<file path="src/rtl/ser_sched.sv">
// Round-robin scheduler feeding one MSB-first byte serialiser; bit 7 appears 1 cycle after accept.
// Backpressure: req_ready is a combinational one-hot grant, only at accept opportunities.
module ser_sched #(
  parameter int NUM_REQ = 4,
  parameter int SRC_W   = 2
) (
  input  logic                 t_clk,
  input  logic                 rst_n,
  input  logic [NUM_REQ-1:0]   req_valid,
  input  logic [8*NUM_REQ-1:0] req_data,
  output logic [NUM_REQ-1:0]   req_ready,
  input  logic [3:0]           cfg_gap,
  output logic                 ser_out,
  output logic                 ser_valid,
  output logic                 ser_sof,
  output logic                 ser_eof,
  output logic [SRC_W-1:0]     ser_src,
  output logic                 busy,
  output logic [15:0]          tx_count
);

  typedef enum logic [1:0] {IDLE, SHIFT, GAP} state_t;

  state_t             state_q, state_d;
  logic [2:0]         bit_cnt_q;
  logic [3:0]         gap_q;
  logic [3:0]         gap_cnt_q;
  logic [7:0]         shift_q;
  logic [SRC_W-1:0]   rr_ptr_q;
  logic [SRC_W-1:0]   rr_ptr_nxt;

  logic [2*NUM_REQ-1:0] valid_dbl;
  logic [NUM_REQ-1:0]   valid_rot;
  logic                 win_vld;
  logic [SRC_W-1:0]     win_idx;
  logic [SRC_W:0]       win_sum;
  logic [7:0]           win_byte;
  logic                 opp;
  logic                 accept;

  // Rotate the request vector so bit 0 is the source at rr_ptr.
  assign valid_dbl = {req_valid, req_valid};
  assign valid_rot = NUM_REQ'(valid_dbl >> rr_ptr_q);

  always_comb begin
    win_vld = 1'b0;
    win_idx = '0;
    win_sum = '0;
    for (int i = 0; i < NUM_REQ; i++) begin
      if (!win_vld && valid_rot[i]) begin
        win_vld = 1'b1;
        win_sum = {1'b0, rr_ptr_q} + (SRC_W+1)'(i);
        if (win_sum >= (SRC_W+1)'(NUM_REQ)) begin
          win_sum = win_sum - (SRC_W+1)'(NUM_REQ);
        end
        win_idx = win_sum[SRC_W-1:0];
      end
    end
  end

  always_comb begin
    win_byte = '0;
    for (int j = 0; j < NUM_REQ; j++) begin
      if (win_idx == SRC_W'(j)) begin
        win_byte = req_data[8*j +: 8];
      end
    end
  end

  assign opp = rst_n &&
               ((state_q == IDLE) ||
                (state_q == SHIFT && bit_cnt_q == 3'd7 && gap_q == 4'd0) ||
                (state_q == GAP && gap_cnt_q == 4'd0));
  assign accept = opp && win_vld;

  always_comb begin
    req_ready = '0;
    for (int j = 0; j < NUM_REQ; j++) begin
      req_ready[j] = accept && (win_idx == SRC_W'(j));
    end
  end

  assign rr_ptr_nxt = (win_idx == SRC_W'(NUM_REQ-1)) ? '0 : win_idx + SRC_W'(1);
  assign busy       = (state_q != IDLE);

  always_comb begin
    state_d = state_q;
    if (accept) begin
      state_d = SHIFT;
    end else begin
      case (state_q)
        IDLE:    state_d = IDLE;
        SHIFT:   if (bit_cnt_q == 3'd7) state_d = (gap_q != 4'd0) ? GAP : IDLE;
        GAP:     if (gap_cnt_q == 4'd0) state_d = IDLE;
        default: state_d = IDLE;
      endcase
    end
  end

  always_ff @(posedge t_clk) begin
    if (!rst_n) state_q <= IDLE;
    else        state_q <= state_d;
  end

  always_ff @(posedge t_clk) begin
    if (!rst_n) begin
      bit_cnt_q <= '0;
      gap_q     <= '0;
      gap_cnt_q <= '0;
      shift_q   <= '0;
      rr_ptr_q  <= '0;
      ser_out   <= 1'b0;
      ser_valid <= 1'b0;
      ser_sof   <= 1'b0;
      ser_eof   <= 1'b0;
      ser_src   <= '0;
      tx_count  <= '0;
    end else if (accept) begin
      shift_q   <= {win_byte[6:0], 1'b0};
      ser_out   <= win_byte[7];
      ser_valid <= 1'b1;
      ser_sof   <= 1'b1;
      ser_eof   <= 1'b0;
      bit_cnt_q <= '0;
      ser_src   <= win_idx;
      rr_ptr_q  <= rr_ptr_nxt;
      gap_q     <= cfg_gap;
      tx_count  <= tx_count + 16'd1;
    end else if (state_q == SHIFT && bit_cnt_q != 3'd7) begin
      shift_q   <= {shift_q[6:0], 1'b0};
      ser_out   <= shift_q[7];
      ser_sof   <= 1'b0;
      ser_eof   <= (bit_cnt_q == 3'd6);
      bit_cnt_q <= bit_cnt_q + 3'd1;
    end else begin
      ser_out   <= 1'b0;
      ser_valid <= 1'b0;
      ser_sof   <= 1'b0;
      ser_eof   <= 1'b0;
      // Gap counter runs G-1 down to 0 so its zero cycle is the next opportunity.
      if (state_q == SHIFT && gap_q != 4'd0) begin
        gap_cnt_q <= gap_q - 4'd1;
      end else if (state_q == GAP && gap_cnt_q != 4'd0) begin
        gap_cnt_q <= gap_cnt_q - 4'd1;
      end
    end
  end

endmodule
</file>
<file path="config.mk">
export PLATFORM = sky130hd
export DESIGN_NAME = ser_sched
export DESIGN_NICKNAME = d
export VERILOG_FILES = /design/src/rtl/ser_sched.sv
export SDC_FILE = /design/constraint.sdc
export NUM_CORES = 1
export LEC_CHECK = 0
export CORE_ASPECT_RATIO = 2
export CORE_MARGIN = 1.5
export CORE_UTILIZATION = 45
export CTS_BUF_LIST = sky130_fd_sc_hd__clkbuf_4 sky130_fd_sc_hd__clkbuf_8
export CTS_CLUSTER_SIZE = 16
export DETAILED_ROUTE_END_ITERATION = 6
export GPL_TIMING_DRIVEN = 0
export PLACE_DENSITY = 0.84
export SYNTH_ARGS = -nofsm -noshare
export SYNTH_HDL_FRONTEND = slang
export SYNTH_SLANG_ARGS = --single-unit
export TNS_END_PERCENT = 5
</file>
<file path="constraint.sdc">
create_clock -name t_clk -period 2.7 [get_ports t_clk]
set_input_delay 0.405 -clock t_clk [delete_from_list [all_inputs] [get_ports t_clk]]
set_output_delay 0.405 -clock t_clk [all_outputs]
set_load 0.05 [all_outputs]
</file>
==> results of run 1 <==
-- sequential cells by signal, summed over array words and instances, names as in the netlist --
| name | count |
|---|---|
| gap_cnt_q | 4 |
| bit_cnt_q | 3 |
| ser_valid | 1 |
| state_q | 2 |
| ser_eof | 1 |
| ser_src | 2 |
| rr_ptr_q | 2 |
| ser_out | 1 |
| ser_sof | 1 |
| shift_q | 7 |
| gap_q | 4 |
| tx_count | 16 |
-- repair_timing --
| action | 4_1_cts | 5_1_grt |
|---|---|---|
| setup endpoints to repair | 12 | 5 |
| cloned | 0 | 0 |
| pin swaps | 3 | 1 |
| resized for setup | 46 | 11 |
| buffers inserted | 3 | 4 |
-- metrics by stage --
step	instance area [um2]	hold WS (ns)	setup WS, ns	setup TNS (ns)	utilization, %
after CTS	3550	0.467	0.0260	0	62.2
after detailed placement	3400	0.445	-1.33	-9.81	59.5
final	3590	0.468	0.0825	0	63.0
after global placement	3400	0.451	-1.31	-9.32	59.5
after floorplan	2640	0.432	0.150	0	-
after global routing	3590	0.489	-0.00455	-0.00455	63.0
-- Yosys cell counts (2+ instances only) --
cell type | n | area (um2)
nor4_2 | 4 | 50.1
nand3b_1 | 7 | 52.6
buf_6 | 2 | 22.5
inv_1 | 12 | 45.0
and2_1 | 8 | 50.1
nand4_1 | 4 | 25.0
nor3_1 | 4 | 20.0
nor2_1 | 10 | 37.5
nor2b_1 | 4 | 25.0
nand3_1 | 22 | 110
nand2_1 | 34 | 128
nor4b_2 | 2 | 30.0
ha_1 | 9 | 113
o31ai_1 | 4 | 30.0
and4_1 | 3 | 26.3
clkbuf_1 | 15 | 56.3
o22ai_1 | 8 | 50.1
o21ai_0 | 10 | 50.1
and3_1 | 6 | 37.5
dfxtp_1 | 44 | 881
nand2b_1 | 15 | 93.8
o311ai_1 | 5 | 43.8
a211oi_1 | 3 | 22.5
a21oi_1 | 17 | 85.1
mux2i_1 | 16 | 160
o311ai_0 | 5 | 43.8
a221oi_1 | 8 | 70.1
-- cell families (layout without fill, tap and decap cells) --
family                   count (synthesis)  after routing
buffers and inverters                   33            114
XOR/XNOR                                 1              1
flip-flops                              44             44
AO/OA/AOI/OAI                           73             73
AND/OR/NAND/NOR                        134            134
adder cells (fa/ha/maj)                  9              9
multiplexers                            16             16
-- metal layers --
| metal | up-vias | wire, um | share of wire [%] | global-route usage, % |
|---|---|---|---|---|
| met2 | 105 | 4210 | 56 | 43.8 |
| li1 | 1320 | - | - | - |
| met3 | 32 | 284 | 3.7 | 2.45 |
| met4 | 0 | 361 | 4.8 | 13.0 |
| met1 | 1297 | 2720 | 36 | 25.8 |
| met5 | - | 0 | 0 | 0 |
-- tightest hold or removal path, cell delays in order (launching register included) --
cell	delay, ns
dfxtp_1	0.32
nand2_1	0.05
a21oi_1	0.05
-- layout make-up --
cell class,instances,area [um2],share of cell area [%]
Tap cell,61,76.3,2.12
Clock buffer,6,82.6,2.30
Multi-Input combinational cell,233,1650,45.9
Buffer,17,93.8,2.61
Sequential cell,44,885,24.6
Timing Repair Buffer,75,714,19.9
Clock inverter,2,38.8,1.08
Inverter,14,53.8,1.50
-- worst max path at each step --
stage	start	endpoint	slack, ns	cells after the start
after floorplan	req_valid[0]	req_ready[2]	0.15	6
after global placement	req_valid[0]	req_ready[2]	-1.31	8
after detailed placement	req_valid[0]	req_ready[2]	-1.33	8
after CTS	req_valid[2]	req_ready[3]	0.03	9
after global routing	rr_ptr_q[1]$_SDFFE_PN0P_	req_ready[1]	-0.005	8
final	req_valid[1]	req_ready[2]	0.08	9
-- power by group through the flow --
stage	clock network (mW)	registers, mW	logic [mW]
after global placement	0	0.788	0.692
after global routing	0.577	0.789	0.818
after floorplan	0	0.841	0.413
after detailed placement	0	0.792	0.708
final	0.543	0.784	0.762
after CTS	0.543	0.779	0.730
==> results.toml, run 1 <==
[run_status]
status = "complete, no violations"

[clocking]
htree_levels = 2
root_buffer = "clkbuf_8"
numCtsBuffers = 5
clkSlewWorstSetupHoldPaths_ns = 0.09
cts_tree = "yes"
cts_max_path_buffers = 2
insertion_delay_ns = 0.30
hold_buffers = 0
clock-sinks = 44

[critical_path]
startpoint_type = "input port"
r2r_cells = 10
slowest_stage = "clkdlybuf4s15_1"
r2r-start = "rr_ptr_q[1]$_SDFFE_PN0P_"
slowest_delay_ns = 0.31
arrival_ns = 2.21
rrSetupSlack_ns = 0.19
worstReg2RegEnd = "shift_q[3]$_SDFFE_PN0P_"
cp.required_ns = 2.30
critical_path.top_delay_family = "buffers and inverters"
critical_path_class = "in2out"
cp_max_fo = 10
crit_buf_inv = 4
worstSetupEndpointType = "output pin"
cp_cell_sequence = "clkdlybuf4s15_1, a21oi_1, o21a_1, o22ai_2, inv_1, ha_2, buf_2, and3_1, clkbuf_4"

[min_path]
hp-start = "shift_q[7]$_SDFFE_PN0P_"
hp-class = "reg2reg"
holdPathEnd = "ser_out$_SDFF_PN0_"
holdPathStages = 2

[yosys]
ys_ff_latch = 44
synth_top_family_by_area = "simple AND/OR/NAND/NOR gates"
synth_fp_nets = 361
yosysWarnings = 0
synthAdderAreaFrac_pct = 4.27
synth_edf_count = 0
synth_compound_area_share_pct = 20.6
synth_cells = 310
syn_area_per_cell_um2 = 8.52
synthMuxAreaShare_pct = 6.07
async_flop_share_pct = 0
ys.flop_type = "dfxtp_1"
synth_xor_area_share_pct = 0.332
syn_area_mm2 = 0.00264
ys_types = 56
yosys.area_share.simple_pct = 30.0
seq_area_frac_synth_pct = 33.4

[drt]
drc_errors = 0
vias = 2754
avgViaCountPerCell = 6.09
drt_iter0_drc = 132
ant_nets = 0
wl_per_cell_um = 16.8
drtPass1Iterations = 4
wl_um = 7580

[power_and_ir_drop]
intPower_mw = 1.35
p_switching_mw = 0.743
p_leak_nw = 1.35
ir_worst_vdd_mv = 0.394
pwr-share-comb_pct = 36.5
clkPwrFrac_pct = 26.0
p_seq_share_pct = 37.5
powerDensity_mw_per_mm2 = 581
p_sw_share_pct = 35.6
total_power_mw = 2.09

[timing]
slew_headroom_pct = 46.8
min_period_ns = 2.62
max_freq_mhz = 382
worst_clock_skew_ns = 0.0152
drv_slew = 0
max_slew.worst_pin.slew_ns = 0.792
finalCritPeriodShare_pct = 96.9
timing.final.hold_violations = 0
finalSetupViolations = 0

[global_routing]
grt_overflow_total = 0
grt_pass1_wl_um = 12300
grt_max_degree = 17
grt_usage_pct = 24.0
grt_pass1_vias = 2746
antenna_found_initial = 0

[final_layout]
diodes = 0
n_fill_cell = 506
layout.nets = 441
layout_common_cells = "clkdlybuf4s50_1, dfxtp_1, nand2_1, nand3_1, a21oi_1"
syn2layout_area_growth_pct = 36.2
final_common_cell = "clkdlybuf4s50_1"
stdcell_count = 452
drive_gt1_share_pct = 13.8

[place]
hpwl_um = 5680
dp.cells = 439
port_buffers = 68
gp_congestion = 0.866

[floorplan]
die_x_um = 57.2
fp-row-count = 39
dieArea_mm2 = 0.00636
dieHeight_um = 111
io_pins = 69
core_area_mm2 = 0.00571
start_util_pct = 46.2

[run]
drv_cap = 0
(Power assumes the default switching activity.)
==> run 2: changes to the inputs <==
==> constraint.sdc (replaced) <==
create_clock -name t_clk -period 2.7 [get_ports t_clk]
set_input_delay 0.405 -clock t_clk [delete_from_list [all_inputs] [get_ports t_clk]]
set_output_delay 0.405 -clock t_clk [all_outputs]
set_load 0.01 [all_outputs]
==> results.toml, run 2 (synthesis gave the netlist of run 1 again) <==
[run_status]
status = "complete, no violations"

[final_layout]
layout_common_cells = "clkdlybuf4s50_1, dfxtp_1, nand2_1, nand3_1"
top_regs = "tx_count x16, shift_q x7"
final_common_cell = "clkdlybuf4s50_1"
syn2layout_area_growth_pct = 39.0
diodes = 0
stdcell_count = 453
largest_reg_flops = 16
drive_gt1_share_pct = 15.1
layout.nets = 442
top_register = "tx_count"

[drt]
wl_per_cell_um = 17.1
vias = 2778
avgViaCountPerCell = 6.13
drtPass1Iterations = 4
wl_um = 7760
drc_errors = 0
drt_iter0_drc = 130
ant_nets = 0

[place]
hpwl_um = 5680
gp_congestion = 0.866
dp.cells = 439
port_buffers = 68

[timing]
max_freq_mhz = 376
drv_slew = 0
min_period_ns = 2.66
finalSetupViolations = 0
max_slew.worst_pin.slew_ns = 0.860
worst_clock_skew_ns = 0.0159
slew_headroom_pct = 42.2
finalCritPeriodShare_pct = 98.4
rsz0062_at_grt = "true"
timing.final.hold_violations = 0
holdWs_ns = 0.468

[global_routing]
grt_overflow_total = 0
grt_usage_pct = 23.8
grt_max_degree = 17
antenna_found_initial = 0
grt_pass1_vias = 2728
grt_pass1_wl_um = 12300

[clocking]
root_buffer = "clkbuf_8"
numCtsBuffers = 5
cts_tree = "yes"
hold_buffers = 0
insertion_delay_ns = 0.30
cts_max_path_buffers = 2
htree_levels = 2
clkSlewWorstSetupHoldPaths_ns = 0.09
clock-sinks = 44

[floorplan]
io_pins = 69
dieHeight_um = 111
dieArea_mm2 = 0.00636
die_x_um = 57.2
start_util_pct = 46.2
core_area_mm2 = 0.00571
fp-row-count = 39

[power_and_ir_drop]
p_seq_share_pct = 38.5
p_switching_mw = 0.675
p_sw_share_pct = 33.1
ir_worst_vdd_mv = 0.406
p_leak_nw = 1.39
powerDensity_mw_per_mm2 = 556
intPower_mw = 1.37
clkPwrFrac_pct = 26.6
pwr-share-comb_pct = 34.9

[run]
drv_cap = 0

[min_path]
hp-class = "reg2reg"
holdPathStages = 2

[critical_path]
cp_max_fo = 10
cp.required_ns = 2.30
arrival_ns = 2.25
r2r_cells = 10
startpoint_type = "flop"
slowest_delay_ns = 0.40
cp_cell_sequence = "mux2i_1, nor2_1, or3_4, nor2_4, ha_2, clkbuf_4, and3_1, dlygate4sd2_1"
worstSetupEndpointType = "output pin"
slowest_stage = "dfxtp_4"
critical_path_class = "reg2out"
## run 2: layer usage
layer	global-route usage, %	routed length (um)	up-vias
li1	-	-	1318
met1	25.8	2850	1326
met2	44.2	4380	116
met3	2.22	295	18
met4	11.5	233	0
met5	0	0	-
## run 2: critical path, delay by kind of cell (launching register included)
family	cells	cell delay (ns)
DFF	1	0.40
buffers and inverters	2	0.46
muxes	1	0.19
adders and majority gates	1	0.19
and+or+nand+nor	4	0.73
## run 2: power groups by stage
stage	sequential (mW)	combinational [mW]	clock, mW
floorplan	0.784	0.388	0
global placement	0.788	0.610	0
detailed placement	0.792	0.626	0
CTS	0.781	0.648	0.543
global route	0.792	0.766	0.577
finish	0.787	0.712	0.543
## run 2: per-stage QoR
step / power (mW) / TNS (ns) / instance area, um2 / util (%) / setup WS (ns)
floorplan: 1.17 / 0 / 2640 / - / 0.416
global placement: 1.40 / -8.25 / 3400 / 59.5 / -1.04
detailed placement: 1.42 / -8.74 / 3400 / 59.5 / -1.06
CTS: 1.97 / -0.469 / 3570 / 62.5 / -0.235
global route: 2.14 / -0.0603 / 3670 / 64.3 / -0.0557
finish: 2.04 / 0 / 3670 / 64.3 / 0.0430
## run 2: layout make-up
type	instances	area [um2]
repair buffers	77	751
plain buffers	16	91.3
inverters	14	53.8
clock buffers	6	82.6
fillers	499	2040
multi-input cells	233	1690
clock inverters	2	38.8
well taps	61	76.3
flip-flops and latches	44	886
## run 2: path summary, 6_finish.rpt
kind | from | end | slack (ns)
setup / recovery | rr_ptr_q[1]$_SDFFE_PN0P_ | req_ready[3] | 0.04
hold / removal | shift_q[7]$_SDFFE_PN0P_ | ser_out$_SDFF_PN0_ | 0.47
setup reg to reg | rr_ptr_q[1]$_SDFFE_PN0P_ | shift_q[3]$_SDFFE_PN0P_ | 0.29
hold reg to reg | shift_q[7]$_SDFFE_PN0P_ | ser_out$_SDFF_PN0_ | 0.47
## run 2: repair_timing
item | 4_1_cts | 5_1_grt
buffers inserted | 3 | 6
endpoints found under the setup margin | 12 | 4
pin swaps | 4 | 1
resized for setup | 29 | 20
